## src/rtl/mole_game_ctrl.sv

```systemverilog
// Whack-a-mole sequencer: loads a PRBS pattern onto the mole LEDs each round, scores switch
// toggles as hits or misses, and ends the game after a fixed number of rounds.
module mole_game_ctrl #(
   parameter int unsigned N_MOLES         = 10,
   parameter int unsigned TICKS_PER_ROUND = 50_000_000,
   parameter int unsigned NUM_ROUNDS      = 30,
   parameter int unsigned SCORE_W         = 8
) (
   input  logic               clk,
   input  logic               rst,
   input  logic               start,
   input  logic [N_MOLES-1:0] random,
   input  logic [N_MOLES-1:0] switch,
   output logic [N_MOLES-1:0] moles,
   output logic [SCORE_W-1:0] score,
   output logic [5:0]         round,
   output logic               round_tick,
   output logic               busy,
   output logic               game_over
);

   localparam int unsigned CNT_W = (TICKS_PER_ROUND > 1) ? $clog2(TICKS_PER_ROUND) : 1;
   localparam int unsigned DW    = SCORE_W + 2;
   localparam logic [CNT_W-1:0]     CNT_LAST   = CNT_W'(TICKS_PER_ROUND - 1);
   localparam logic [5:0]           LAST_ROUND = 6'(NUM_ROUNDS - 1);
   localparam logic signed [DW-1:0] SCORE_MAX  = {2'b00, {SCORE_W{1'b1}}};

   typedef enum logic [2:0] {StIdle, StLoad, StShow, StRoundEnd, StGameOver} state_t;

   state_t                 state;
   logic [N_MOLES-1:0]     sw_q;
   logic [N_MOLES-1:0]     tog, hit, miss, remain;
   logic [CNT_W-1:0]       count;
   logic signed [DW-1:0]   score_sum, score_sat;

   function automatic logic [DW-1:0] popcnt(input logic [N_MOLES-1:0] v);
      logic [DW-1:0] c;
      c = '0;
      for (int i = 0; i < int'(N_MOLES); i++) c = c + DW'(v[i]);
      return c;
   endfunction

   // Sampled in every state, reset included, so no stale toggle appears after reset.
   always_ff @(posedge clk) sw_q <= switch;

   always_comb begin
      tog       = switch ^ sw_q;
      hit       = tog & moles;
      miss      = tog & ~moles;
      remain    = moles & ~hit;
      score_sum = $signed({2'b00, score}) + $signed(popcnt(hit)) - $signed(popcnt(miss));
      if (score_sum < 0)              score_sat = '0;
      else if (score_sum > SCORE_MAX) score_sat = SCORE_MAX;
      else                            score_sat = score_sum;
   end

   always_ff @(posedge clk) begin
      if (rst) begin
         state      <= StIdle;
         moles      <= '0;
         score      <= '0;
         round      <= '0;
         count      <= '0;
         round_tick <= 1'b0;
      end else begin
         round_tick <= 1'b0;
         unique case (state)
            StIdle: begin
               moles <= '0;
               if (start) begin
                  state <= StLoad;
                  score <= '0;
                  round <= '0;
                  count <= '0;
               end
            end
            StLoad: begin
               moles <= (random == '0) ? N_MOLES'(1) : random;
               count <= '0;
               state <= StShow;
            end
            StShow: begin
               count <= count + 1'b1;
               moles <= remain;
               score <= score_sat[SCORE_W-1:0];
               if (count == CNT_LAST || remain == '0) begin
                  state      <= StRoundEnd;
                  round_tick <= 1'b1;
               end
            end
            StRoundEnd: begin
               round <= round + 6'd1;
               state <= (round == LAST_ROUND) ? StGameOver : StLoad;
            end
            StGameOver: begin
               moles <= '0;
               if (start) begin
                  state <= StLoad;
                  score <= '0;
                  round <= '0;
               end
            end
            default: state <= StIdle;
         endcase
      end
   end

   assign busy      = (state == StLoad) || (state == StShow) || (state == StRoundEnd);
   assign game_over = (state == StGameOver);

endmodule

```

## config.mk

```make
export PLATFORM = sky130hd
export DESIGN_NAME = mole_game_ctrl
export DESIGN_NICKNAME = d
export VERILOG_FILES = /design/src/rtl/mole_game_ctrl.sv
export SDC_FILE = /design/constraint.sdc
export NUM_CORES = 1
export LEC_CHECK = 0
export ABC_AREA = 1
export BUFFER_PORTS_ARGS = -buffer_cell sky130_fd_sc_hd__buf_2
export CAP_MARGIN = 20
export CORE_MARGIN = 2
export CORE_UTILIZATION = 40
export CTS_BUF_LIST = sky130_fd_sc_hd__clkbuf_16
export DETAILED_ROUTE_END_ITERATION = 16
export PLACE_DENSITY = 0.59
export SLEW_MARGIN = 20
export SYNTH_ARGS = -nofsm -noshare
export SYNTH_HDL_FRONTEND = slang
export SYNTH_SLANG_ARGS = --single-unit
```

## constraint.sdc

```tcl
create_clock -name clk -period 13.6 [get_ports clk]
set_input_delay 0 -clock clk [delete_from_list [all_inputs] [get_ports clk]]
set_output_delay 0 -clock clk [all_outputs]
set_load 0.02 [all_outputs]
```

Word-level counts from Yosys, hierarchy flattened
Cells that the tools add are included.
W data, S select, Z words.
{"block": "op_classes", "addsub": 22, "magnitude_cmp": 2, "eq_ne": 9, "n_mux": 15, "bitwise": 7, "n_reduce_logical": 16}
{"cell": "$pmux W26 S3", "count": 1}
{"cell": "$and A10 B10 Y10", "count": 3}
{"cell": "$pmux W10 S3", "count": 1}
{"cell": "$add A26 B1 Y26 const B", "count": 1}
{"cell": "$eq A26 B26 Y1 const B", "count": 1}
{"cell": "$mux W26", "count": 1}
{"cell": "$mux W8", "count": 3}
{"cell": "$add A9 B1 Y10", "count": 2}
{"cell": "$logic_not A10 Y1", "count": 2}
{"cell": "$not A10 Y10", "count": 2}
{"cell": "$add A8 B1 Y9", "count": 2}
{"cell": "$add A7 B1 Y8", "count": 2}
{"cell": "$pmux W8 S2", "count": 1}
{"cell": "$add A6 B1 Y7", "count": 2}
{"cell": "$add A5 B1 Y6", "count": 2}
{"cell": "$pmux W3 S4", "count": 1}
{"cell": "$pmux W6 S2", "count": 1}
{"cell": "$add A4 B1 Y5", "count": 2}
{"cell": "$add A9 B10 Y10", "count": 1}
{"cell": "$gt A10 B9 Y1 const B", "count": 1}
{"cell": "$lt A10 B1 Y1 const B", "count": 1}
{"cell": "$mux W10", "count": 1}
{"cell": "$sub A10 B10 Y10", "count": 1}
{"cell": "$xor A10 B10 Y10", "count": 1}
{"cell": "other kinds (20)", "count": 35}
{"block": "totals", "reg_bits": 64, "out_inout_bits": 27}

Logic depth before layout (Yosys ltp)
Gate-level depths: netlist (run 1).
{"block": "depth", "ltp_word": 17, "ltp_mapped": 26, "ltp_nobuf": 26}

Worst setup path after synthesis (run 1)
OpenSTA, ideal clock, no wires.
{"block": "synth_path", "path_type": "reg-to-reg", "startpoint": "register sw_q[1]", "endpoint": "register score[1]", "setup_ns": 0.071, "arrival_ns": 4.766, "t_required_ns": 13.529, "path_slack_ns": 8.764, "stages_incl_launch_ff": 24, "n_path_buf": 0, "synth_period_minus_slack_ns": 4.836, "path_cell_list": "dfxtp_1 > xnor2_1 > or2_2 > fa_1 > inv_1 > fa_1 > inv_1 > fa_1 > fa_1 > inv_1 > fa_1 > inv_1 > ha_1 > inv_1 > fa_1 > inv_1 > nand3_1 > nand2_1 > nand2_1 > nand2_1 > nand2_1 > a21oi_4 > o21ai_0 > a21oi_1"}
{"block": "synth_between", "elab_chain_len": 17, "word_cells_on_any_way": 28, "classes_between": "add/sub (20); order compare (2); mux (3); bitwise (3)"}
{"element": "from (decl)", "line": "31", "rtl": "logic [N_MOLES-1:0] sw_q;"}
{"element": "from (signal assigned)", "line": "44", "rtl": "always_ff @(posedge clk) sw_q <= switch;"}
{"element": "$xor A10 B10 Y10 *", "line": "47", "rtl": "tog = switch ^ sw_q;"}
{"element": "$and A10 B10 Y10", "line": "48", "rtl": "hit = tog & moles;"}
{"element": "$add A1 B1 Y2", "line": "39", "rtl": "for (int i = 0; i < int'(N_MOLES); i++) c = c + DW'(v[i]);"}
{"element": "$add A2 B1 Y3", "line": "39"}
{"element": "$add A3 B1 Y4", "line": "39"}
{"element": "$add A4 B1 Y5", "line": "39"}
{"element": "$add A5 B1 Y6", "line": "39"}
{"element": "$add A6 B1 Y7", "line": "39"}
{"element": "$add A7 B1 Y8", "line": "39"}
{"element": "$add A8 B1 Y9", "line": "39"}
{"element": "$add A9 B1 Y10", "line": "39"}
{"element": "$add A9 B10 Y10", "line": "51", "rtl": "score_sum = $signed({2'b00, score}) + $signed(popcnt(hit)) - $signed(popcnt(miss));"}
{"element": "$sub A10 B10 Y10 *", "line": "51"}
{"element": "$gt A10 B9 Y1", "line": "53", "rtl": "else if (score_sum > SCORE_MAX) score_sat = SCORE_MAX;"}
{"element": "$mux W8", "line": "53"}
{"element": "$mux W8 *", "line": "52", "rtl": "if (score_sum < 0) score_sat = '0;"}
{"element": "$pmux W8 S2 *", "line": "67", "rtl": "unique case (state)"}
{"element": "to (signal assigned)", "line": "85", "rtl": "score <= score_sat[SCORE_W-1:0];"}
{"element": "to (decl)", "line": "15", "rtl": "output logic [SCORE_W-1:0] score,"}
Mark *: on every way between the ends. The rest lies on a longest branch, timed or not.
A chain may end at the register's enable or synchronous reset.

Final worst setup path (run 1)
{"block": "layout_path", "startpoint": "input port switch[1]", "endpoint": "register score[1]"}
{"block": "layout_between", "elab_chain_len": 17, "word_cells_on_any_way": 28, "classes_between": "add/sub (20); order compare (2); mux (3); bitwise (3)"}
{"element": "from (decl)", "line": "13", "rtl": "input logic [N_MOLES-1:0] switch,"}
{"element": "$xor A10 B10 Y10 *", "line": "47"}
{"element": "$and A10 B10 Y10", "line": "48"}
{"element": "$add A1 B1 Y2", "line": "39"}
{"element": "$add A2 B1 Y3", "line": "39"}
{"element": "$add A3 B1 Y4", "line": "39"}
{"element": "$add A4 B1 Y5", "line": "39"}
{"element": "$add A5 B1 Y6", "line": "39"}
{"element": "$add A6 B1 Y7", "line": "39"}
{"element": "$add A7 B1 Y8", "line": "39"}
{"element": "$add A8 B1 Y9", "line": "39"}
{"element": "$add A9 B1 Y10", "line": "39"}
{"element": "$add A9 B10 Y10", "line": "51"}
{"element": "$sub A10 B10 Y10 *", "line": "51"}
{"element": "$gt A10 B9 Y1", "line": "53"}
{"element": "$mux W8", "line": "53"}
{"element": "$mux W8 *", "line": "52"}
{"element": "$pmux W8 S2 *", "line": "67"}
Marks and branches as above.

==> metrics.txt, run 1 <==
Final Routed Wirelength 10.21 mm; CP Launch Point switch[1]; Slew Limit Fails 0; MaxCap Viol Count 0; post-synthesis sequential element count 64; Total Routing Usage GR 18.94%; Final Skew 0.005520 ns; highest fanout seen on the critical path 8; Layout Nets 739; Slew HR 51.53%; TritonCTS Buffers 9; post-synth top area cell dfxtp_1; crit end category flip-flop; Avg WL per Cell 12.47 um; synthesized cell area 4215 um2; gr ovfl total 0; P&R area growth vs syn 21.55%; drt first-iter violations 151; outcome finished, final reports clean; register area share after synthesis 30.39%; met3 Resource Use GR 3.343%; FP Rows 37; Hold Path Origin start; Ys Warns 0; FMAX 193.7 MHz; CTS root buf clkbuf_16; setup bufs post-CTS 0; sequential share of power 22.0%; worst endpoint data arrival time 5.43 ns; die height 106.7 um; I/O Buffers 49; syn_area_per_cell 6.944 um2; Final Cell Area 5124 um2; pwr/cell area 189.4 nW/um2; Final TNS setup 0 ns; vias per cell 4.872; met1 usage 24.80%; minimum clock period 5.163 ns; dpl hpwl 7.706 mm; vias in the first global route 3881; Die ar. 11380 um2; final worst path period share 37.96%; drc violations 0; largest net degree at the start of global routing 22; fillers 1058; combinational share of power 50.2%; GR peak layer met2; Yosys top cell area share 30.39%; CTS tree done; antenna violations before repair 0; num ports 50; CTS H-Tree Depth 3; reg2reg start sw_q[1]; Internal 0.5630 mW; final hold vios 0; leakage power figure 2.362 nW; synth unique cells 42; Die Wd 106.7 um; Slew @ Worst Pin 0.7248 ns; Cells after Synth 607; n_diodes 0; layout cells sized above 1 14.64%; worst min-delay path class input port to flip-flop; Finished Layout Cells 819; Synthesized Nets 668; peak supply drop 0.1062 mV; setup-violating endpoint count in the final report 0; RSZ-0062 raised after global routing false; number of flops mapped to enable cells by yosys 0; Fin Hold WS 0.03168 ns; vias post-DR 3990; total power 0.9703 mW; CP required 13.87 ns; Worst Setup Start Kind input port; Setup Crit Path Kind input port to flip-flop; switching share of power 41.98%; Core Region 10280 um2; routability cong. 0.8908; Top FF cell, synth dfxtp_1; top cells by area, synth dfxtp_1, nand2_1, inv_1; CTS Buffer Depth 2; Sinks on Clock Net 64; post-synthesis async set-or-reset flop share 0%; grt met2 use 31.57%; drt first pass iters 4; placed instance count 785; starting density of the core 41.02%; worst skew pair latency 0.34 ns; Psw 0.4073 mW; first-pass GRT wire length 17.33 mm; clock share of power 27.7%; Final ANT Viol Nets 0; Worst-path clk slew 0.06 ns; dpl cell area 4599 um2
==> routing by layer <==
layer	vias to the layer above	part of all wire [%]
met1	1821	48
met2	75	47
met3	13	3.7
met5	-	0
li1	2081	-
met4	0	1.4
==> registers in the layout, indices dropped and copies added (netlist names) <==
signal / count
round: 6
state: 3
count: 26
score: 8
moles: 10
sw_q: 10
round_tick: 1
==> cell usage after synthesis (4+ instances only) <==
master    count
nand2_1     156
inv_1        94
dfxtp_1      64
nor2_1       57
a21oi_1      39
nand3_1      38
ha_1         21
fa_1         17
o21ai_0      17
or2_2        16
nor3_1       15
nand4_1       8
xnor2_1       8
a31oi_1       5
clkbuf_1      5
nor2_2        5
o211ai_1      4
xor2_1        4
==> power by group through the flow <==
| stage | Clock [mW] | Combinational, mW | Sequential (mW) |
|---|---|---|---|
| 3_5_place_dp | 0 | 0.486 | 0.218 |
| 4_1_cts | 0.272 | 0.489 | 0.214 |
| 5_1_grt | 0.279 | 0.568 | 0.216 |
| 2_1_floorplan | 0 | 0.374 | 0.225 |
| 6_report | 0.269 | 0.487 | 0.214 |
| 3_3_place_gp | 0 | 0.473 | 0.218 |
==> kinds of logic after synthesis <==
family	share of synthesized area, %
AO/OA/AOI/OAI	10.60
XOR/XNOR	2.493
adder cells (fa/ha/maj)	14.31
buffers and inverters	9.469
flip-flops	30.39
AND/OR/NAND/NOR	32.74
==> path summary, 6_finish.rpt <==
kind	endpoint	slack [ns]	cells after the start
hold / removal	state[2]	0.03	4
hold reg to reg	count[8]	0.49	2
setup reg to reg	score[1]	8.49	23
setup / recovery	score[1]	8.44	25
==> metrics by stage <==
step / util (%) / setup slack [ns]
detailed placement: 44.75 / 8.448
floorplan: - / 8.764
finish: 49.85 / 8.437
global placement: 44.75 / 8.626
CTS: 49.85 / 8.436
global route: 49.85 / 8.071
==> area by class of cell <==
type                    count  area [um2]  share of cell area, %
clock buffers               9       225.2                  4.396
clock inverters             7       118.9                  2.320
inverters                  98       367.9                  7.179
multi-input cells         438        2535                  49.47
flip-flops and latches     64        1281                  25.01
well taps                 136       170.2                  3.321
repair buffers             67       425.4                  8.303
==> critical path, cell delays in order <==
cell,delay (ns)
dlygate4sd3_1,0.55
buf_2,0.14
xnor2_1,0.16
or2_2,0.31
fa_1,0.53
inv_1,0.05
fa_1,0.49
inv_1,0.05
fa_1,0.48
fa_1,0.54
inv_1,0.05
fa_1,0.41
inv_1,0.06
ha_1,0.15
inv_1,0.06
fa_1,0.41
inv_1,0.07
nand3_1,0.08
nand2_1,0.11
nand2_1,0.07
nand2_1,0.06
nand2_1,0.09
a21oi_4,0.23
o21ai_0,0.12
a21oi_1,0.13
==> layout by cell type, fill, tap and decap left out, drive strengths merged <==
cell,synthesis,routed
nand2,158,158
inv,97,98
dfxtp,64,64
nor2,63,63
buf,2,49
a21oi,41,41
nand3,40,40
ha,21,21
o21ai,20,20
dlygate4sd3,0,18
fa,17,17
or2,16,16
nor3,16,16
clkbuf,5,9
nand4,9,9
xnor2,8,8
a31oi,5,5
xor2,4,4
o211ai,4,4
nor3b,3,3
and3,3,3
bufinv,0,3
clkinv,1,3
nor4,2,2
a21boi,1,1
a211oi,1,1
a221oi,1,1
a22oi,1,1
nand3b,1,1
o21a,1,1
o21bai,1,1
a21o,1,1
clkinvlp,0,1
==> timing repair <==
action                                  CTS  global route
resized for setup                         0             0
endpoints found under the hold margin    18             0
hold buffers                             18             0
endpoints found under the setup margin    0             0
No activity file was read; power rests on OpenSTA's default activity.
==> run 2, diff against run 1 <==
- PLACE_DENSITY: 0.59 -> 0.62
- clock period: 13.6 -> 4.4 ns (I/O delays scaled with it)
==> run 2 against run 1 <==
Effect of this change:
- die area unchanged
- sequential share of layout area down 1.3 points
- largest cell class unchanged
- clock power rose to 3.2 times the previous value
- routed wire length up 3.7%
- clock skew up 0.0016 ns
- critical path depth unchanged
- the run now ends with negative setup slack left
- via count up 2.7%
- core utilization up 2.9 points
- register-to-register slack worse by 9.0 ns
- highest routed layer unchanged
- final cell count up 2.6%
==> metrics.txt, run 2 (same netlist as run 1, synthesis figures left out) <==
P&R area growth vs syn 28.64% (was 21.55%); Psw 1.441 mW (was 0.4073 mW); max reg flops 26 (unchanged); worst endpoint data arrival time 5.13 ns (was 5.43 ns); clock share of power 24.5% (was 27.7%); Final Skew 0.007087 ns (was 0.005520 ns); CTS Buffer Depth 2 (unchanged); commonest non-fill, non-tap cell in the layout nand2_1 (unchanged); die height 106.7 um (unchanged); FF-to-FF path depth 25 (was 23); Setup Crit Path Kind flip-flop to flip-flop (was input port to flip-flop); Slew @ Worst Pin 0.7177 ns (was 0.7248 ns); CTS root buf clkbuf_16 (unchanged); failing checks negative setup slack; final worst path period share 110.5%; drt first pass iters 4 (unchanged); Sinks on Clock Net 64 (unchanged); worst min-delay path class input port to flip-flop (unchanged); Worst Slack Setup Final -0.4621 ns (was 8.437 ns); outcome finished with violations (was finished, final reports clean); minimum clock period 4.862 ns; Die ar. 11380 um2 (unchanged); CTS tree done (unchanged); leakage power figure 2.511 nW (was 2.362 nW); sequential share of power 18.6% (was 22.0%); Multi-input gate area 2654 um2 (was 2535 um2); R2R Path End score[2] (was score[1]); crit path to score[2] (was score[1]); dpl hpwl 7.863 mm (was 7.706 mm); fillers 995 (was 1058); layout cells sized above 1 22.30% (was 14.64%); FP Rows 37 (unchanged); Slew HR 52.00% (was 51.53%); CP required 4.66 ns (was 13.87 ns); pwr/cell area 653.6 nW/um2 (was 189.4 nW/um2); FF/Latch Area 1286 um2 (was 1281 um2); Top reg by flops count (unchanged); reg2reg start sw_q[4] (was sw_q[1]); vias in the first global route 3930 (was 3881); vias post-DR 4098 (was 3990); n_diodes 0 (unchanged); Avg WL per Cell 12.61 um (was 12.47 um); MaxCap Viol Count 0 (unchanged); FF-to-FF setup slack -0.46 ns (was 8.49 ns); most frequent cells in the layout nand2_1, inv_1, dfxtp_1, nor2_1, buf_2 (unchanged); final hold vios 0 (unchanged); worst skew pair latency 0.33 ns (was 0.34 ns); routability cong. 0.8972 (was 0.8908); Final ANT Viol Nets 0 (unchanged); Final TNS setup -3.480 ns (was 0 ns); highest fanout seen on the critical path 4 (was 8); Die Wd 106.7 um (unchanged); crit end category flip-flop (unchanged); drc violations 0 (unchanged); combinational share of power 57.0% (was 50.2%); gr ovfl total 0 (unchanged); total power 3.544 mW (was 0.9703 mW); antenna violations before repair 0 (unchanged); Worst Setup Start Kind flip-flop (was input port); vias per cell 4.879 (was 4.872); largest net degree at the start of global routing 22 (unchanged); Layout Nets 760 (was 739); Core Region 10280 um2 (unchanged); num ports 50 (unchanged); TritonCTS Buffers 9 (unchanged); CTS H-Tree Depth 3 (unchanged); Total Routing Usage GR 19.49% (was 18.94%); CP Launch Point sw_q[4] (was switch[1]); Worst-path clk slew 0.05 ns (was 0.06 ns); RSZ-0062 raised after global routing true (was false); Slew Limit Fails 0 (unchanged); Top Registers count: 26 flops, moles: 10 flops, sw_q: 10 flops (unchanged); setup-violating endpoint count in the final report 8 (was 0); starting density of the core 41.02% (unchanged); Internal 2.104 mW (was 0.5630 mW); Final Routed Wirelength 10.59 mm (was 10.21 mm); drt first-iter violations 169 (was 151); FMAX 205.7 MHz; I/O Buffers 49 (unchanged); switching share of power 40.65% (was 41.98%); peak supply drop 0.4250 mV (was 0.1062 mV); first-pass GRT wire length 17.71 mm (was 17.33 mm)
## run 2: changes by cell type in the layout (fill, tap and decap cells not counted), moves of 4 or more
cell     change
dfxtp_1      -4
xnor2_1      -4
dfxtp_2      +4
inv_1        -6
or2_2        -7
or2_4        +7
nand2_2     +10
nand2_1     -11
buf_4       +21
inv_2        +6
xnor2_2      +4
## run 2: layer usage
layer | routed length, um | track usage (%) | up-vias
li1 | - | - | 2117
met1 | 4918 | 24.28 | 1894
met2 | 5151 | 33.62 | 71
met3 | 303 | 3.161 | 16
met4 | 218 | 7.699 | 0
met5 | 0 | 0 | -
## run 2: final cells by class
type	instances	share of cell area, %
sequential	64	23.72
multi-input combinational	438	48.94
inverter	98	6.784
tap	136	3.138
timing repair buffer	88	10.80
clock buffer	9	4.153
clock inverter	7	2.469
## run 2: what timing repair did
| action | in CTS | in global routing |
|---|---|---|
| resized for setup | 20 | 11 |
| hold endpoints to repair | 16 | 0 |
| hold buffers | 16 | 0 |
| endpoints found under the setup margin | 8 | 8 |
| setup buffers | 8 | 0 |
| pin swaps | 16 | 13 |
| gates cloned | 0 | 0 |
## run 2: worst max-delay path: stages, from the launching register on
cell	delay (ns)
dfxtp_2	0.33
xnor2_2	0.21
buf_4	0.16
nor2_2	0.04
fa_1	0.52
inv_2	0.04
fa_1	0.49
inv_2	0.04
fa_1	0.49
fa_2	0.56
inv_2	0.04
fa_2	0.32
inv_2	0.08
ha_4	0.13
inv_2	0.03
fa_2	0.37
inv_2	0.06
nand3_2	0.07
nand2_2	0.08
nand2_2	0.06
nand2_2	0.07
nand2_2	0.07
a21oi_4	0.20
buf_6	0.15
nand2_2	0.04
a21oi_1	0.11
## run 2: how the worst min path moves through the flow
| stage | from | endpoint | slack (ns) | cells after the start |
|---|---|---|---|---|
| after detailed placement | switch[7] | sw_q[7] | 0.13 | 1 |
| after floorplan | switch[0] | sw_q[0] | 0.03 | 0 |
| after global placement | switch[7] | sw_q[7] | 0.12 | 1 |
| after CTS | random[0] | moles[0] | 0.004 | 3 |
| final | random[9] | moles[9] | 0.004 | 3 |
| after global routing | random[9] | moles[9] | 0.04 | 3 |
## run 2: through the flow
| stage | util (%) | hold WS (ns) | worst slack, ns | instances | cell area, um2 |
|---|---|---|---|---|---|
| 5_1_grt | 52.76 | 0.03648 | -0.6242 | 840 | 5423 |
| 4_1_cts | 52.50 | 0.004202 | -0.3948 | 840 | 5395 |
| 6_report | 52.76 | 0.004018 | -0.4621 | 840 | 5423 |
| 2_1_floorplan | - | 0.02772 | -0.2535 | 607 | 4249 |
| 3_5_place_dp | 46.18 | 0.1288 | -0.5784 | 800 | 4746 |
| 3_3_place_gp | 46.18 | 0.1250 | -0.3961 | 800 | 4746 |
## run 2: power groups by stage
stage	logic (mW)	registers, mW	clock network (mW)
3_3_place_gp	1.66	0.667	0
6_report	2.02	0.658	0.867
3_5_place_dp	1.70	0.669	0
4_1_cts	1.92	0.658	0.884
2_1_floorplan	1.20	0.696	0
5_1_grt	2.24	0.664	0.911
